==> src/rtl/maze_pkg.sv <==
// Shared types for maze actors: direction codes, tile classes and FSM states.
package maze_pkg;

  typedef enum logic [1:0] {
    DIR_RIGHT = 2'b00,
    DIR_UP    = 2'b01,
    DIR_DOWN  = 2'b10,
    DIR_LEFT  = 2'b11
  } dir_t;

  localparam logic [1:0] WALL = 2'b00;
  localparam logic [1:0] WKNP = 2'b01;
  localparam logic [1:0] WKRP = 2'b10;
  localparam logic [1:0] WKGH = 2'b11;

  typedef enum logic [1:0] {
    ST_IDLE  = 2'b00,
    ST_RUN   = 2'b01,
    ST_STALL = 2'b10,
    ST_DEAD  = 2'b11
  } actor_state_t;

  // Encoding makes the opposite direction a plain bit inversion.
  function automatic dir_t reverse(dir_t d);
    return dir_t'(~d);
  endfunction

endpackage

==> src/rtl/maze_actor_if.sv <==
// Command, maze-neighbourhood and position bus between AI/input logic and an actor.
interface maze_actor_if #(
  parameter int XW = 10,
  parameter int YW = 10,
  parameter int TW = 7
);
  logic            cmd_valid;
  logic [1:0]      cmd_dir;
  logic [3:0][1:0] tile_info;
  logic            pellet_here;
  logic [XW-1:0]   xloc;
  logic [YW-1:0]   yloc;
  logic [1:0]      dir;
  logic [TW-1:0]   xtile;
  logic [TW-1:0]   ytile;
  logic            moving;
  logic            tile_enter;
  logic            eat;
  logic [1:0]      state;

  modport master (
    output cmd_valid, cmd_dir, tile_info, pellet_here,
    input  xloc, yloc, dir, xtile, ytile, moving, tile_enter, eat, state
  );

  modport slave (
    input  cmd_valid, cmd_dir, tile_info, pellet_here,
    output xloc, yloc, dir, xtile, ytile, moving, tile_enter, eat, state
  );
endinterface

==> src/rtl/maze_actor_frac_stepper.sv <==
// Fractional speed accumulator: emits a step whenever acc+num reaches den.
module frac_stepper #(
  parameter int SPW = 8
) (
  input  logic           clk60,
  input  logic           reset,
  input  logic           advance,
  input  logic [SPW-1:0] speed_num,
  input  logic [SPW-1:0] speed_den,
  output logic           step
);
  // One extra bit so the sum never overflows; acc itself stays below den.
  logic [SPW:0] acc_reg;
  logic [SPW:0] acc_next;
  logic [SPW:0] sum;

  always_comb begin
    sum      = acc_reg + {1'b0, speed_num};
    step     = (sum >= {1'b0, speed_den});
    acc_next = acc_reg;
    if (advance) begin
      acc_next = step ? (sum - {1'b0, speed_den}) : sum;
    end
  end

  always_ff @(posedge clk60) begin
    if (reset) begin
      acc_reg <= '0;
    end else begin
      acc_reg <= acc_next;
    end
  end
endmodule

==> src/rtl/maze_actor.sv <==
// Per-frame actor position engine: queued turns, fractional speed, tunnel wrap, eat stalls.
module maze_actor
  import maze_pkg::*;
#(
  parameter int         XW          = 10,
  parameter int         YW          = 10,
  parameter int         TW          = 7,
  parameter int         TILE_PX     = 8,
  parameter int         CENTER      = 3,
  parameter int         Y_TILE_OFS  = 3,
  parameter int         MAZE_PX_W   = 224,
  parameter int         START_X     = 119,
  parameter int         START_Y     = 227,
  parameter logic [1:0] START_DIR   = 2'b00,
  parameter int         SPW         = 8,
  parameter int         EAT_STALL   = 1,
  parameter int         GH_WALKABLE = 0
) (
  input  logic           clk60,
  input  logic           reset,
  input  logic           start,
  input  logic           kill,
  input  logic           freeze,
  input  logic [SPW-1:0] speed_num,
  input  logic [SPW-1:0] speed_den,
  maze_actor_if.slave    bus
);
  localparam int PXB = $clog2(TILE_PX);
  localparam int SCW = (EAT_STALL > 1) ? $clog2(EAT_STALL) : 1;
  localparam logic [PXB-1:0] CENTER_L = PXB'(CENTER);

  actor_state_t  state_reg, state_next;
  logic [XW-1:0] x_reg, x_next, x_mv;
  logic [YW-1:0] y_reg, y_next, y_mv;
  dir_t          dir_reg, dir_next, queue_reg, queue_next, dir_d;
  logic [SCW-1:0] stall_reg, stall_next;
  logic          moving_reg, moving_next;
  logic          tile_enter_reg, tile_enter_next;
  logic          eat_reg, eat_next;
  logic          advance, step, at_center, blocked, mv_center;

  function automatic logic legal(logic [1:0] cls);
    return (cls != WALL) && ((GH_WALKABLE != 0) || (cls != WKGH));
  endfunction

  frac_stepper #(.SPW(SPW)) u_stepper (
    .clk60     (clk60),
    .reset     (reset),
    .advance   (advance),
    .speed_num (speed_num),
    .speed_den (speed_den),
    .step      (step)
  );

  assign at_center = (x_reg[PXB-1:0] == CENTER_L) && (y_reg[PXB-1:0] == CENTER_L);

  // Direction choice and the candidate one-pixel move along it.
  always_comb begin
    dir_d = dir_reg;
    if (queue_reg == reverse(dir_reg)) begin
      dir_d = queue_reg;
    end else if (at_center && legal(bus.tile_info[queue_reg])) begin
      dir_d = queue_reg;
    end
    blocked = at_center && !legal(bus.tile_info[dir_d]);

    x_mv = x_reg;
    y_mv = y_reg;
    case (dir_d)
      DIR_RIGHT: x_mv = (x_reg == XW'(MAZE_PX_W - 1)) ? '0 : x_reg + XW'(1);
      DIR_LEFT:  x_mv = (x_reg == '0) ? XW'(MAZE_PX_W - 1) : x_reg - XW'(1);
      DIR_UP:    y_mv = y_reg - YW'(1);
      DIR_DOWN:  y_mv = y_reg + YW'(1);
    endcase
    mv_center = (x_mv[PXB-1:0] == CENTER_L) && (y_mv[PXB-1:0] == CENTER_L);
  end

  always_comb begin
    state_next      = state_reg;
    x_next          = x_reg;
    y_next          = y_reg;
    dir_next        = dir_reg;
    stall_next      = stall_reg;
    moving_next     = 1'b0;
    tile_enter_next = 1'b0;
    eat_next        = 1'b0;
    advance         = 1'b0;
    // The queue keeps listening even while frozen, idle or dead.
    queue_next      = bus.cmd_valid ? dir_t'(bus.cmd_dir) : queue_reg;

    if (kill && (state_reg == ST_RUN || state_reg == ST_STALL)) begin
      state_next = ST_DEAD;
    end else if (!freeze) begin
      case (state_reg)
        ST_IDLE: begin
          if (start) state_next = ST_RUN;
        end
        ST_RUN: begin
          advance  = 1'b1;
          dir_next = dir_d;
          if (step && !blocked) begin
            x_next          = x_mv;
            y_next          = y_mv;
            moving_next     = 1'b1;
            tile_enter_next = mv_center;
            eat_next        = mv_center && bus.pellet_here;
            if (mv_center && bus.pellet_here && (EAT_STALL > 0)) begin
              state_next = ST_STALL;
              stall_next = '0;
            end
          end
        end
        ST_STALL: begin
          if (stall_reg == SCW'(EAT_STALL - 1)) begin
            state_next = ST_RUN;
            stall_next = '0;
          end else begin
            stall_next = stall_reg + SCW'(1);
          end
        end
        default: begin
        end
      endcase
    end
  end

  always_ff @(posedge clk60) begin
    if (reset) begin
      state_reg      <= ST_IDLE;
      x_reg          <= XW'(START_X);
      y_reg          <= YW'(START_Y);
      dir_reg        <= dir_t'(START_DIR);
      queue_reg      <= dir_t'(START_DIR);
      stall_reg      <= '0;
      moving_reg     <= 1'b0;
      tile_enter_reg <= 1'b0;
      eat_reg        <= 1'b0;
    end else begin
      state_reg      <= state_next;
      x_reg          <= x_next;
      y_reg          <= y_next;
      dir_reg        <= dir_next;
      queue_reg      <= queue_next;
      stall_reg      <= stall_next;
      moving_reg     <= moving_next;
      tile_enter_reg <= tile_enter_next;
      eat_reg        <= eat_next;
    end
  end

  assign bus.xloc       = x_reg;
  assign bus.yloc       = y_reg;
  assign bus.dir        = dir_reg;
  assign bus.state      = state_reg;
  assign bus.moving     = moving_reg;
  assign bus.tile_enter = tile_enter_reg;
  assign bus.eat        = eat_reg;
  assign bus.xtile      = TW'(x_reg >> PXB);
  assign bus.ytile      = TW'((y_reg >> PXB) - YW'(Y_TILE_OFS));
endmodule

==> src/flat_wrapper.sv <==
// flat-port wrapper written by rule: the top's interface ports become plain ports
module maze_actor_flat import maze_pkg::*;
#(
  parameter int         XW          = 10,
  parameter int         YW          = 10,
  parameter int         TW          = 7,
  parameter int         TILE_PX     = 8,
  parameter int         CENTER      = 3,
  parameter int         Y_TILE_OFS  = 3,
  parameter int         MAZE_PX_W   = 224,
  parameter int         START_X     = 119,
  parameter int         START_Y     = 227,
  parameter logic [1:0] START_DIR   = 2'b00,
  parameter int         SPW         = 8,
  parameter int         EAT_STALL   = 1,
  parameter int         GH_WALKABLE = 0
)
  (clk60, reset, start, kill, freeze, speed_num, speed_den, bus_cmd_valid, bus_cmd_dir, bus_tile_info, bus_pellet_here, bus_xloc, bus_yloc, bus_dir, bus_xtile, bus_ytile, bus_moving, bus_tile_enter, bus_eat, bus_state);
  maze_actor_if #(.XW(XW), .YW(YW), .TW(TW)) bus_i ();
  input  logic clk60;
  input  logic reset;
  input  logic start;
  input  logic kill;
  input  logic freeze;
  input  logic [SPW-1:0] speed_num;
  input  logic [SPW-1:0] speed_den;
  input wire logic [$bits(bus_i.cmd_valid)-1:0] bus_cmd_valid;
  input wire logic [$bits(bus_i.cmd_dir)-1:0] bus_cmd_dir;
  input wire logic [$bits(bus_i.tile_info)-1:0] bus_tile_info;
  input wire logic [$bits(bus_i.pellet_here)-1:0] bus_pellet_here;
  output wire logic [$bits(bus_i.xloc)-1:0] bus_xloc;
  output wire logic [$bits(bus_i.yloc)-1:0] bus_yloc;
  output wire logic [$bits(bus_i.dir)-1:0] bus_dir;
  output wire logic [$bits(bus_i.xtile)-1:0] bus_xtile;
  output wire logic [$bits(bus_i.ytile)-1:0] bus_ytile;
  output wire logic [$bits(bus_i.moving)-1:0] bus_moving;
  output wire logic [$bits(bus_i.tile_enter)-1:0] bus_tile_enter;
  output wire logic [$bits(bus_i.eat)-1:0] bus_eat;
  output wire logic [$bits(bus_i.state)-1:0] bus_state;
  assign bus_i.cmd_valid = bus_cmd_valid;
  assign bus_i.cmd_dir = bus_cmd_dir;
  assign bus_i.tile_info = bus_tile_info;
  assign bus_i.pellet_here = bus_pellet_here;
  assign bus_xloc = bus_i.xloc;
  assign bus_yloc = bus_i.yloc;
  assign bus_dir = bus_i.dir;
  assign bus_xtile = bus_i.xtile;
  assign bus_ytile = bus_i.ytile;
  assign bus_moving = bus_i.moving;
  assign bus_tile_enter = bus_i.tile_enter;
  assign bus_eat = bus_i.eat;
  assign bus_state = bus_i.state;
  maze_actor #(.XW(XW), .YW(YW), .TW(TW), .TILE_PX(TILE_PX), .CENTER(CENTER), .Y_TILE_OFS(Y_TILE_OFS), .MAZE_PX_W(MAZE_PX_W), .START_X(START_X), .START_Y(START_Y), .START_DIR(START_DIR), .SPW(SPW), .EAT_STALL(EAT_STALL), .GH_WALKABLE(GH_WALKABLE)) u_core (.clk60(clk60), .reset(reset), .start(start), .kill(kill), .freeze(freeze), .speed_num(speed_num), .speed_den(speed_den), .bus(bus_i));
endmodule
==> config.mk <==
export PLATFORM = sky130hd
export DESIGN_NAME = maze_actor_flat
export DESIGN_NICKNAME = d
export VERILOG_FILES = /design/src/rtl/maze_pkg.sv /design/src/rtl/maze_actor_if.sv /design/src/rtl/maze_actor_frac_stepper.sv /design/src/rtl/maze_actor.sv /design/src/flat_wrapper.sv
export SDC_FILE = /design/constraint.sdc
export NUM_CORES = 1
export LEC_CHECK = 0
export CORE_MARGIN = 2
export CORE_UTILIZATION = 48
export DETAILED_ROUTE_END_ITERATION = 8
export PLACE_DENSITY_LB_ADDON = 0.1
export RECOVER_POWER = 100
export SLEW_MARGIN = 20
export SYNTH_ARGS = -nofsm -noshare
export SYNTH_HDL_FRONTEND = slang
export SYNTH_HIERARCHICAL = 1
export SYNTH_SLANG_ARGS = --single-unit
==> constraint.sdc <==
create_clock -name clk60 -period 5.5 [get_ports clk60]
set_input_delay 1.65 -clock clk60 [delete_from_list [all_inputs] [get_ports clk60]]
set_output_delay 1.65 -clock clk60 [all_outputs]
set_load 0.005 [all_outputs]
==> summary.txt <==
Timing
  – Max-slew violations: 0
  – Highest clock rate: about 190 MHz
  – Worst Tran Pin Value: between 0.9 and 1 ns
  – Setup Viol. Count Final: 0
  – Fin. Hold Viols: 0
  – Hold WS: around 0.50 ns
  – Final TNS setup: 0 ns
  – Worst Skew: 0.00679 ns
  – Relative max-transition margin: between 30% and 40%
  – Period utilization: between 90 and 100%
  – Tmin final: roughly 5.3 ns

Floorplan
  – Initial Util: about 49%
  – Die W: slightly above 90 microns
  – Core Rows: 32
  – # IOs: 74
  – Full die area: approximately 8500 sq um
  – Core Region: between 7000 and 8000 sq um
  – Die height: approximately 92 microns

Pwr
  – Peak VDD IR: about 0.20 mV
  – Clock power frac: between 10% and 20%
  – Pwr/cell area: approximately 280 nW/um^2
  – Power Internal: 776 uW
  – Seq pwr share: 25.5%
  – Comb pwr share: approximately three fifths
  – Leak Pwr: roughly 0.002 uW
  – Psw: about 560 uW
  – Sw Ratio: 41.8%

Setup path
  – Crit path launch type: input pin
  – CP Buf/Inv Count: 4
  – Critical Path Slowest Stage Cell: clkdlybuf4s50_1
  – CP delay by family, top: compound AO/OA/AOI/OAI gates
  – Worst-path maximum fanout: 4
  – CP Class: in2reg
  – Max incr delay on CP: between 0.4 and 0.5 ns
  – CP required: between 5 and 6 ns
  – Endpoint class of the critical path: flop
  – Data arrival, critical path: around 5.4 ns
  – Crit-path cells: clkdlybuf4s50_1, ha_1, a211oi_2, nor2_1, o31ai_1, a21oi_1, xor2_1, ha_1, and2_1, a311o_1, a21o_1, a2bb2oi_4, inv_2, inv_1, a2111oi_4, buf_4, nand2_1, a21oi_1, a221o_1

GRT
  – Global-route wire length before repair: ~17 mm
  – Number of global-route vias before repair: roughly 3600
  – Overall routing resource usage: approximately a quarter
  – Initial antenna violation count: 0
  – Largest net degree at the start of global routing: 24
  – Grt ovf: 0

Yosys
  – Top cell type's share of synthesized area: a little over 20%
  – Post-synthesis cell count: around 460
  – Synth area leaders: dfxtp_1 20%, ha_1 11%, a21oi_1 4.6%
  – Commonest cells in the netlist: 38 x dfxtp_1, 37 x nor2_1, 34 x a21oi_1
  – Syn nets: between 500 and 600
  – Post-synth top flop: dfxtp_1
  – Register area share after synthesis: just over 20%
  – Synth Register Bits: 38
  – Yosys top cell by area: dfxtp_1
  – Mapped Avg Cell Area: 8.05 sq um
  – Top-count cell post-synth: dfxtp_1
  – Yosys warns: 6
  – Mapped Area: 3730 sq um
  – FFs w/ async S/R, synth: 0%
  – Distinct cells, synth: between 70 and 80
  – Post-synth EDFFs: 0

Detailed routing
  – Via count: approximately 3800
  – Starting DRT DRC Count: ~180
  – DR WL met2: between 4 and 5 mm
  – DRT Pass-1 Iters: 4
  – DR DRC count: 0
  – Uppermost routed layer: met4
  – Drt via density: roughly 5.8
  – WL met1: about 4.5 mm
  – Met3 wire len: about 410 microns
  – WL final: approximately 10 mm
  – DR WL/cell: about 15 microns
  – Post-route ant nets: 0

Outcome
  – Status: completed

Placement
  – DP HPWL: 7.87 mm
  – # port buffers: 73
  – GPL Wtd Cong: between 0.9 and 1

Min path
  – HP Class: reg2reg

CTS
  – CTS tree: built
  – CTS Root Cell: clkbuf_8
  – CTS sink cnt: 38
  – H-tree Lvls: 2
  – Hold_buf cts: 0
  – Clock Latency Late Sink: 0.29 ns
  – CTS Buf Count: 5
  – Clock transition at the registers of the reported paths: 0.07 ns
  – Deepest clock path buffer count: 2

Flow run
  – Max cap viols: 0

Final layout
  – Fin nets: 620
  – Antenna cell count: 0
  – Share of cells above drive strength 1: between 10% and 20%
  – Synthesis-to-finish area growth: 28.3%
-- path summary, 6_finish.rpt --
path	start	end	slack (ns)	depth (start not counted)
max reg2reg	u_core/bus.xloc[0]	u_core/bus.yloc[8]	0.68	18
max	speed_num[1]	u_core/bus.xloc[5]	0.24	19
min	u_core/u_stepper/acc_reg[3]	u_core/u_stepper/acc_reg[3]	0.50	2
min reg2reg	u_core/u_stepper/acc_reg[3]	u_core/u_stepper/acc_reg[3]	0.50	2
-- worst min-delay path: stages (launching register included) --
cell,delay [ns]
dfxtp_1,0.32
nor2_1,0.08
a211oi_1,0.05
-- through the flow --
step	total power (uW)	setup WS [ns]	std cells	util (%)	instance area, sq um
after floorplan	881	0.151	463	-	3730
after global placement	1110	-0.205	644	61.4	4670
after detailed placement	1130	-0.290	644	61.4	4670
after CTS	1320	0.00575	651	62.4	4750
after global routing	1440	-0.00189	653	62.9	4780
final	1330	0.238	653	62.9	4780
-- layout by cell type, fill, tap and decap left out, types with 6 or more instances in the layout --
cell             synthesis  layout
a21o_1                  13      13
clkdlybuf4s50_1          0      33
inv_1                   32      32
buf_4                    7      22
a21oi_1                 34      34
nand2_1                 32      32
a31oi_1                  6       6
o211ai_1                 9       9
nand4_1                  8       8
dlygate4sd3_1            0      40
nand3_1                 11      11
dfxtp_1                 38      38
o21ai_0                 17      17
ha_1                    33      32
nand2b_1                 7       7
xor2_1                  13      13
nor2_1                  37      37
nor3_1                  12      12
a211oi_1                 9       7
or3_1                    6       6
mux2i_1                 10      10
xnor2_1                 17      17
-- cell families (layout without fill, tap and decap cells) --
logic type | after synthesis | in the layout | synth area share (%)
muxes | 13 | 13 | 3.69
AOI/OAI and AO/OA | 138 | 138 | 27.1
DFF | 38 | 38 | 20.4
and+or+nand+nor | 151 | 151 | 22.1
buffers and inverters | 57 | 145 | 6.95
xor gates and xnor gates | 30 | 30 | 7.05
adders and majority gates | 36 | 36 | 12.7
-- cell type report --
type                            count  area [sq um]
Clock buffer                        5          68.8
Timing Repair Buffer              103           938
Sequential cell                    38           761
Clock inverter                      2          10.0
Fill cell                         701          2830
Multi-Input combinational cell    368          2750
Tap cell                          102           128
Inverter                           35           131
-- power groups by stage --
| stage | combinational, uW | sequential [uW] | clock, uW |
|---|---|---|---|
| after global placement | 769 | 345 | 0 |
| after floorplan | 546 | 335 | 0 |
| final | 807 | 340 | 186 |
| after CTS | 790 | 340 | 193 |
| after detailed placement | 785 | 347 | 0 |
| after global routing | 887 | 346 | 205 |
-- per-layer routing --
metal | global-route usage [%] | vias to the layer above
li1 | - | 1877
met1 | 30.2 | 1808
met2 | 42.6 | 80
met3 | 3.45 | 10
met4 | 6.09 | 0
met5 | 0 | -
-- what timing repair did --
action                                  in CTS  in global routing
resized for setup                            0                  6
setup buffers                                0                  2
endpoints found under the setup margin       0                 26
Power figures use the tool's default switching activity.
